### src/rtl/fifo_stream_reader.sv
// fifo_stream_reader
//   Read-side controller for a sync_fifo with registered read data (one-cycle
//   latency). It pops words from the FIFO and presents them on a valid/ready
//   stream through a 2-entry skid buffer. It sustains one word per clock and
//   never pops an empty FIFO.
//
// Ports
//   clk_i         in   clock, rising edge
//   rst_ni        in   asynchronous active-low reset
//   enable_i      in   1 = issue FIFO reads; 0 = stop issuing, keep draining
//   fifo_empty_i  in   FIFO empty flag
//   fifo_rdata_i  in   FIFO read data, valid the cycle after a sampled pop
//   fifo_rd_en_o  out  FIFO pop request (combinational)
//   m_valid_o     out  stream word valid
//   m_ready_i     in   stream consumer ready
//   m_data_o      out  stream data (head slot)
//   word_cnt_o    out  count of delivered words, wraps modulo 2^COUNT_W
//   busy_o        out  a word is buffered or in flight
module fifo_stream_reader #(
  parameter int WIDTH   = 4,
  parameter int COUNT_W = 16
) (
  input  logic               clk_i,
  input  logic               rst_ni,
  input  logic               enable_i,
  input  logic               fifo_empty_i,
  input  logic [WIDTH-1:0]   fifo_rdata_i,
  output logic               fifo_rd_en_o,
  output logic               m_valid_o,
  input  logic               m_ready_i,
  output logic [WIDTH-1:0]   m_data_o,
  output logic [COUNT_W-1:0] word_cnt_o,
  output logic               busy_o
);

  logic [WIDTH-1:0]   head_reg, head_next;
  logic [WIDTH-1:0]   tail_reg, tail_next;
  logic [1:0]         occ_reg, occ_next;
  logic               inflight_reg;
  logic [COUNT_W-1:0] cnt_reg;

  logic               pop;
  logic [2:0]         level;
  logic               room;
  logic [1:0]         retained;

  assign pop = m_valid_o & m_ready_i;

  // Occupancy after this edge if nothing new is requested; a pop can only
  // happen with occ >= 1, so the subtraction never underflows.
  assign level = {1'b0, occ_reg} + {2'b00, inflight_reg} - {2'b00, pop};
  assign room  = (level < 3'd2);

  // Gated by reset so no pop is issued while the buffer state is held clear;
  // a word popped then would have nowhere to land.
  assign fifo_rd_en_o = rst_ni & enable_i & ~fifo_empty_i & room;

  // Words surviving this edge's pop.
  assign retained = occ_reg - {1'b0, pop};

  always_comb begin
    head_next = head_reg;
    tail_next = tail_reg;
    occ_next  = level[1:0];
    if (pop) begin
      head_next = tail_reg;
    end
    // The captured word goes directly behind whatever is retained.
    if (inflight_reg) begin
      if (retained == 2'd0) begin
        head_next = fifo_rdata_i;
      end else begin
        tail_next = fifo_rdata_i;
      end
    end
  end

  always_ff @(posedge clk_i or negedge rst_ni) begin
    if (!rst_ni) begin
      head_reg     <= '0;
      tail_reg     <= '0;
      occ_reg      <= 2'd0;
      inflight_reg <= 1'b0;
      cnt_reg      <= '0;
    end else begin
      head_reg     <= head_next;
      tail_reg     <= tail_next;
      occ_reg      <= occ_next;
      inflight_reg <= fifo_rd_en_o;
      if (pop) begin
        cnt_reg <= cnt_reg + 1'b1;
      end
    end
  end

  assign m_valid_o  = (occ_reg != 2'd0);
  assign m_data_o   = head_reg;
  assign word_cnt_o = cnt_reg;
  assign busy_o     = (occ_reg != 2'd0) | inflight_reg;

endmodule

### config.mk
export PLATFORM = sky130hd
export DESIGN_NAME = fifo_stream_reader
export DESIGN_NICKNAME = d
export VERILOG_FILES = /design/src/rtl/fifo_stream_reader.sv
export SDC_FILE = /design/constraint.sdc
export NUM_CORES = 1
export LEC_CHECK = 0
export ABC_CLOCK_PERIOD_IN_PS = 2600
export CORE_UTILIZATION = 47
export DETAILED_ROUTE_END_ITERATION = 10
export PLACE_DENSITY = 0.81
export RECOVER_POWER = 50
export SYNTH_ARGS = -nofsm -noshare
export SYNTH_HDL_FRONTEND = slang
export SYNTH_SLANG_ARGS = --single-unit
export TNS_END_PERCENT = 1
### constraint.sdc
create_clock -name clk_i -period 2.6 [get_ports clk_i]
set_clock_uncertainty 0.1 [all_clocks]
set_input_delay 0.26 -clock clk_i [delete_from_list [all_inputs] [get_ports clk_i]]
set_output_delay 0.26 -clock clk_i [all_outputs]
set_load 0.02 [all_outputs]
Word-level counts from Yosys, hierarchy flattened
Index checks and enable logic that the tools add are counted.
{"block": "classes", "add_sub_neg": 4, "n_lt_le_gt_ge": 1, "mux": 3, "n_bitwise": 7, "reduce_logical": 3}
{"operator": "$add 16x1->16 const B", "n": 1}
{"operator": "$mux 4", "n": 3}
{"operator": "$and 1x1->1", "n": 4}
{"operator": "$add 2x1->3", "n": 1}
{"operator": "$lt 3x2->1 const B", "n": 1}
{"operator": "$sub 3x1->3", "n": 1}
{"operator": "$logic_not 2->1", "n": 1}
{"operator": "$not 1->1", "n": 2}
{"operator": "$reduce_and 2->1", "n": 1}
{"operator": "$reduce_bool 2->1", "n": 1}
{"operator": "$sub 2x1->2", "n": 1}
{"operator": "$or 1x1->1", "n": 1}
{"block": "totals", "register_bits": 27, "input_bits": 9, "out_inout_bits": 23, "elab_cells": 23}

Longest topological paths before layout
Gate-level depths: netlist of the first run.
{"block": "logic_depth", "ltp_word": 6, "mapped_depth": 8, "depth_no_buf": 7}

Worst setup path before layout of the first run
OpenSTA, ideal clock, no wires.
{"block": "synth_path", "kind": "register to output", "start": "register occ_reg[1]", "end": "output port fifo_rd_en_o", "arrival_ns": 2.485, "required_time_ns": 2.240, "setup_slack_ns": -0.245, "stages_incl_launch_ff": 8, "n_path_buf": 1, "path_cell_list": "dfrtp_1 -> buf_4 -> o21ai_2 -> or2_2 -> nand2_1 -> ha_1 -> fa_1 -> nor4_1"}
{"block": "synth_via", "elab_chain_len": 5, "elab_cells_between_ends": 6, "classes_between": "2 x add/sub; 1 x order compare; 2 x bitwise; 1 x reduce/logical"}
{"element": "start, declared", "line": "38", "rtl": "logic [1:0] occ_reg, occ_next;"}
{"element": "start signal, assigned", "line": "88", "rtl": "occ_reg <= occ_next;"}
{"element": "parallel branches: the longest is 2 deep, another holds $add 2x1->3"}
{"element": "$sub 3x1->3 *", "line": "51", "rtl": "assign level = {1'b0, occ_reg} + {2'b00, inflight_reg} - {2'b00, pop};"}
{"element": "via level[1]", "line": "43", "rtl": "logic [2:0] level;"}
{"element": "$lt 3x2->1 *", "line": "52", "rtl": "assign room = (level < 3'd2);"}
{"element": "$and 1x1->1 *", "line": "56", "rtl": "assign fifo_rd_en_o = rst_ni & enable_i & ~fifo_empty_i & room;"}
{"element": "end, declared", "line": "28", "rtl": "output logic fifo_rd_en_o,"}
Mark *: on every way through the listed nets, which the timed path passes.

Final worst setup path of the first run
{"block": "layout_path", "start": "register occ_reg[0]", "end": "output port fifo_rd_en_o"}
{"block": "layout_via", "elab_chain_len": 5, "elab_cells_between_ends": 6, "classes_between": "2 x add/sub; 1 x order compare; 2 x bitwise; 1 x reduce/logical"}
{"element": "parallel branches: the longest is 2 deep, another holds $add 2x1->3"}
{"element": "$sub 3x1->3 *", "line": "51"}
{"element": "$lt 3x2->1 *", "line": "52"}
{"element": "$and 1x1->1 *", "line": "56"}
Every way passes the cells marked *.

==> summary.txt, run 1 <==
Clocking
  • Worst-Skew Late Latency: 0.32 ns
  • TritonCTS clock tree: built
  • H-tree depth: 1
  • CTS sink cnt: 27
  • CTS root buf: clkbuf_4
  • Cts bufs inserted: 3
  • CTS max path bufs: 2
  • Clock-pin slew on the worst setup and hold paths: 0.15 ns

Route
  • Routed WL: 2700 um
  • DRT iter0 DRCs: 9
  • Post-route ant nets: 0
  • WL/cell: ~15 um
  • Drt via density: 5.25
  • Via total after detailed routing: approximately 950
  • First-pass DRT Iterations: 4
  • DRC errors left: 0

Worst setup path
  • CP Buf/Inv Count: 1
  • Cell family with most CP delay: adder cells
  • Class of the most critical setup path: register to primary output
  • Slowest CP cell: dfrtp_1
  • Crit start category: register
  • Crit path cell chain: o21ai_2, or2_4, nand2_4, ha_4, fa_2, xnor2_2, nor4_4, buf_4
  • Worst setup EP type: primary output
  • Crit path required time: around 2.2 ns
  • Largest fanout on the critical path: 3
  • CP max stage delay: 0.43 ns
  • Critical path arrival: 2.25 ns

Power and ir drop
  • Pint: 1.08 mW
  • Power Total: approximately 1.8 mW
  • Power per cell area: about 1000 nW/um^2
  • Net Sw Power: 683 uW
  • Peak VDD IR: 0.000728 V
  • Leakage: 0.771 nW
  • Fraction of power consumed by the clock network: 10.4%
  • Comb pwr share: slightly above 50%
  • Switch share: between 30% and 40%
  • Sequential share of power: 37.8%

Synth
  • Top post-synthesis cells by area: dfrtp_1 56%, xnor2_1 7.9%, mux2_2 4.6%, nand2_1 4.0%, xor2_1 3.6%
  • Most frequent cell after synthesis: dfrtp_1
  • Post-Syn Instances: 101
  • Seq cells post-synth: 27
  • Post-synthesis cell type count: 26
  • Syn Area/Cell: 12.0 um^2
  • Synthesized cell area: 1210 um^2
  • Cell taking the most area after synthesis: dfrtp_1
  • Synth cell count leaders: 27 x dfrtp_1, 13 x nand2_1, 11 x xnor2_1
  • FFs w/ async S/R, synth: 100%
  • Number of synthesized flops with an enable pin: 0
  • Predominant post-synthesis flop cell: dfrtp_1
  • Syn Nets: 113
  • Seq/Total Area, Yosys: 55.7%
  • Yosys top cell area share: between 50 and 60%
  • Warnings, synthesis: 0

STA
  • Fmax achieved: 384 MHz
  • Setup tns final: -0.00562 ns
  • Worst-Margin Slew: 1.46 ns
  • # setup viols final: 1
  • Final Slew Violations: 0
  • Final hold vios: 0
  • Worst Setup Slack, final: -0.00562 ns
  • Final worst-path cycle share: 100%
  • Slew headroom: 2.74%
  • Fin crit period: 2.61 ns
  • RSZ-0062 raised after global routing: yes

Die
  • DIE WIDTH: ~53 um
  • Ports: 32
  • Die area: 2790 um^2
  • Die Ht: 52.8 um
  • Core Region: 2450 um^2
  • Row Count: 18
  • Starting density of the core: 49.4%

Status
  • Status: finished with violations
  • Failing checks: negative setup slack

Global routing
  • Largest net degree at the start of global routing: 28
  • Vias in the first global route: 960
  • Initial antenna violation count: 0
  • Grt total ovfl: 0
  • Global-route wire length before repair: about 4300 um
  • GRT Util Overall: between 20 and 25%

Layout
  • Filler cell count: about 190
  • Max reg flops: 16
  • Share of post-route cells with drive strength above 1: 24.7%
  • Antenna Cells: 0
  • Final #Nets: 163
  • Area growth syn-to-layout: 43.3%
  • Final Util: 70.8%
  • Register area: ~680 um^2
  • Footprint of the multi-input gates: about 570 um^2

Run
  • Max-Cap Viols: 0

Place
  • GP Congestion: roughly 0.76
  • Post-DP HPWL: between 1500 and 2000 um
  • Port-buffer cells: 31
  • Setup Slack @ Placement: -0.546 ns

Hold path
  • Min-Delay Path Class: register to register
==> timing repair <==
action / in CTS / in global routing
buffers inserted: 6 / 0
resized for setup: 12 / 2
endpoints found under the setup margin: 1 / 1
hold buffers: 0 / 0
pin swaps: 6 / 7
==> cells in the final DEF, fill, tap and decap left out, types with 2 or more instances in the layout <==
cell type / n
clkdlybuf4s50_1: 28
dfrtp_1: 27
buf_4: 15
nand2_1: 11
xnor2_1: 10
nand3_1: 5
xor2_1: 5
mux2_2: 5
mux2i_1: 4
o21ai_0: 4
nor2_1: 4
clkbuf_4: 3
inv_1: 2
and3_1: 2
nor4_2: 2
nor3_1: 2
==> logic make-up (layout without fill, tap and decap cells) <==
logic type	count (synthesis)	count (layout)	share of synthesized area, %
simple gates	35	35	15.4
mux	9	9	7.94
buf+inv	3	52	1.24
fa+ha+maj	3	3	3.71
flops	27	27	55.7
compound gates	8	8	4.54
xor+xnor	16	16	11.5
==> area by class of cell <==
| cell class | count | share of cell area [%] |
|---|---|---|
| Tap cell | 30 | 2.16 |
| Clock buffer | 3 | 1.29 |
| Multi-Input combinational cell | 71 | 32.9 |
| Timing Repair Buffer | 46 | 23.9 |
| Inverter | 2 | 0.432 |
| Sequential cell | 27 | 38.8 |
| Clock inverter | 1 | 0.432 |
==> power by group through the flow <==
stage                     logic [mW]  clock network, mW  registers, mW
final                          0.915              0.182          0.665
after global routing           0.973              0.206          0.685
after CTS                      0.881              0.189          0.666
after detailed placement       0.810                  0          0.675
after global placement         0.776                  0          0.661
after floorplan                0.358                  0          0.760
==> worst paths after layout <==
kind / startpoint / end / slack [ns] / cells past startpoint
max: occ_reg[0]$_DFF_PN0_ / fifo_rd_en_o / -0.006 / 8
min: word_cnt_o[15]$_DFFE_PN0P_ / word_cnt_o[15]$_DFFE_PN0P_ / 0.39 / 1
max reg2reg: occ_reg[0]$_DFF_PN0_ / inflight_reg$_DFF_PN0_ / 0.67 / 7
min reg2reg: word_cnt_o[15]$_DFFE_PN0P_ / word_cnt_o[15]$_DFFE_PN0P_ / 0.39 / 1
max in group asynchronous: rst_ni / word_cnt_o[15]$_DFFE_PN0P_ / 0.75 / 2
min in group asynchronous: rst_ni / occ_reg[0]$_DFF_PN0_ / 0.80 / 2
==> routing by layer <==
layer / part of all wire [%] / global-route usage, % / vias up
met4: 2.4 / 8.33 / 0
li1: - / - / 441
met3: 4.4 / 3.19 / 6
met2: 53 / 38.8 / 32
met5: 0 / 0 / -
met1: 41 / 25.4 / 466
==> per-stage QoR <==
stage | hold slack (ns) | instance area [um^2] | std cells
detailed placement | 0.390 | 1640 | 170
CTS | 0.299 | 1730 | 180
global route | 0.390 | 1740 | 180
floorplan | -0.136 | 1230 | 101
finish | 0.393 | 1740 | 180
global placement | 0.359 | 1640 | 170
(Power assumes the default switching activity.)
==> inputs of run 2 (changes only) <==
- ABC_AREA: unset -> 0
- CORE_UTILIZATION: 47 -> 41
- PLACE_DENSITY: 0.81 -> 0.7
==> run 2 against run 1 <==
Net effect:
- global-route usage is 5.6 points lower
- register-to-register slack lost 0.07 ns
- final cell count is 2.8% lower
- clock-buffer cell count unchanged
- die area increased by 14%
- combinational power shrank 13%
- routed wire length down 17%
- the run now ends clean
- worst hold slack worse by 0.010 ns
==> summary.txt, run 2 (same netlist as run 1, synthesis figures left out) <==
Place
  • Post-DP HPWL: 1720 um (-7.4%)
  • GP Congestion: 0.660 (-14%)
  • Post-DP Area: 1630 um^2 (-0.38%)
  • Port-buffer cells: 31 (unchanged)

Global routing
  • Vias in the first global route: 926 (-3.5%)
  • Global-route wire length before repair: 4010 um (-6.0%)
  • GR Util met3: 2.76% (-0.42 points)
  • Grt total ovfl: 0 (unchanged)
  • Initial antenna violation count: 0 (unchanged)
  • GRT Util Overall: 16.0% (-5.6 points)
  • Most used routing layer: met2
  • Largest net degree at the start of global routing: 28 (unchanged)
  • M1 GR Usage: 20.2% (-5.2 points)
  • Met2 GRT Util: 28.4% (-10 points)

Clocking
  • CTS root buf: clkbuf_4
  • Worst-Skew Late Latency: 0.31 ns (about the same)
  • CTS sink cnt: 27 (unchanged)
  • CTS max path bufs: 2 (unchanged)
  • H-tree depth: 1 (unchanged)
  • Hold buffers post-CTS: 0 (unchanged)
  • Clock-pin slew on the worst setup and hold paths: 0.15 ns (about the same)
  • Cts bufs inserted: 3 (unchanged)
  • TritonCTS clock tree: built

Worst setup path
  • Crit start category: register
  • Class of the most critical setup path: register to primary output
  • Largest fanout on the critical path: 2 (-1)
  • Crit path required time: 2.24 ns (about the same)
  • Worst setup EP type: primary output
  • Critical path arrival: 2.21 ns (-0.04 ns)

Route
  • Post-route ant nets: 0 (unchanged)
  • Routed WL: 2250 um (-17%)
  • WL/cell: 12.9 um (-14%)
  • DRC errors left: 0 (unchanged)
  • First-pass DRT Iterations: 4 (unchanged)
  • Drt via density: 5.01 (-4.5%)
  • DRT iter0 DRCs: 4 (-5)
  • Via total after detailed routing: 877 (-7.2%)

STA
  • Fmax achieved: 389 MHz (+1.5%)
  • RSZ-0062 raised after global routing: yes
  • Final worst-path cycle share: 98.8% (-1.5 points)
  • Final hold vios: 0 (unchanged)
  • Final Slew Violations: 0 (unchanged)
  • # setup viols final: 0 (-1)
  • Fin crit period: 2.57 ns (-0.0379 ns)
  • Worst-Margin Slew: 1.41 ns (-0.0495 ns)
  • Setup tns final: 0 ns (+0.00562 ns)
  • Slew headroom: 6.05% (+3.3 points)

Power and ir drop
  • Sequential share of power: 40.0% (+2.2 points)
  • Leakage: 0.736 nW (-4.5%)
  • Switch share: 37.9% (-0.87 points)
  • Comb pwr share: 48.7% (-3.2 points)
  • Power Total: 1.64 mW (-7.0%)
  • Pint: 1.02 mW (-5.7%)
  • Power per cell area: 983 nW/um^2 (-3.0%)
  • Net Sw Power: 621 uW (-9.1%)
  • Fraction of power consumed by the clock network: 11.2% (+0.8 points)
  • Peak VDD IR: 0.000632 V (-13%)

Layout
  • Antenna Cells: 0 (unchanged)
  • Final #Nets: 157 (-3.7%)
  • Share of post-route cells with drive strength above 1: 19.4% (-5.2 points)
  • Commonest non-fill, non-tap cell in the layout: clkdlybuf4s50_1
  • Final instance area: 1670 um^2 (-4.1%)
  • Max reg flops: 16 (unchanged)
  • Area growth syn-to-layout: 37.4%
  • Most frequent cells in the layout: 28 x clkdlybuf4s50_1, 27 x dfrtp_1, 13 x nand2_1, 11 x xnor2_1, 9 x buf_4

Status
  • Status: finished clean

Die
  • Ports: 32 (unchanged)
  • Row Count: 19 (+1)
  • Starting density of the core: 43.6% (-5.8 points)
  • Die area: 3180 um^2 (+14%)
  • Core Region: 2780 um^2 (+13%)
  • DIE WIDTH: 56.4 um (+6.8%)
  • Die Ht: 56.4 um (+6.8%)

Run
  • Max-Cap Viols: 0 (unchanged)

Hold path
  • Min-Delay Path Class: register to register
run 2: cell count changes in the layout (fill, tap and decap cells not counted):
cell and delta:
nand2_4 -1, nand2_1 +2, xnor2_1 +1, buf_4 -6
nand2_2 -1, xnor2_2 -1, ha_2 +1, ha_4 -1
run 2: area by class of cell:
type / instances / area [um^2]
well taps: 31 / 38.8
flip-flops and latches: 27 / 676
clock inverters: 1 / 7.51
inverters: 2 / 7.51
clock buffers: 3 / 22.5
multi-input cells: 71 / 546
repair buffers: 40 / 370
fillers: 257 / 1110
run 2: what timing repair did:
item,in CTS,in global routing
resized for setup,9,0
pin swaps,5,0
setup endpoints to repair,1,1
setup buffers,1,0
run 2: power by group through the flow:
stage | clock network [mW] | registers, mW | logic [mW]
floorplan | 0 | 0.760 | 0.358
global placement | 0 | 0.663 | 0.773
detailed placement | 0 | 0.667 | 0.796
CTS | 0.194 | 0.659 | 0.811
global route | 0.210 | 0.678 | 0.862
finish | 0.184 | 0.657 | 0.799
run 2: worst max-delay path, stage by stage, from the launching register on:
cell and delay, ns:
dfrtp_1 0.42, o21ai_2 0.17, buf_4 0.13, nand2_1 0.04
nand2_1 0.06, ha_2 0.18, fa_2 0.47, nor4_4 0.24
buf_4 0.18
run 2: final timing paths:
kind	start	endpoint	slack [ns]	cells past startpoint
max reg2reg	occ_reg[1]$_DFF_PN0_	inflight_reg$_DFF_PN0_	0.60	8
max in group asynchronous	rst_ni	word_cnt_o[1]$_DFFE_PN0P_	0.80	2
max	occ_reg[1]$_DFF_PN0_	fifo_rd_en_o	0.03	8
min in group asynchronous	rst_ni	word_cnt_o[9]$_DFFE_PN0P_	0.77	2
min reg2reg	word_cnt_o[15]$_DFFE_PN0P_	word_cnt_o[15]$_DFFE_PN0P_	0.38	1
min	word_cnt_o[15]$_DFFE_PN0P_	word_cnt_o[15]$_DFFE_PN0P_	0.38	1
run 2: per-stage QoR:
step	setup WS (ns)	hold WS [ns]	instances	utilization, %
finish	0.0323	0.383	175	60.0
floorplan	0.0765	-0.136	101	-
detailed placement	-0.528	0.371	170	58.6
global route	-0.0906	0.409	175	60.0
CTS	-0.00214	0.285	175	60.1
global placement	-0.437	0.359	170	58.6
run 2: routing by layer:
layer	wire length [um]	vias up	part of all wire, %
li1	-	432	-
met4	0	0	0
met3	90	0	4.0
met1	997	424	44
met5	0	-	0
met2	1160	21	52
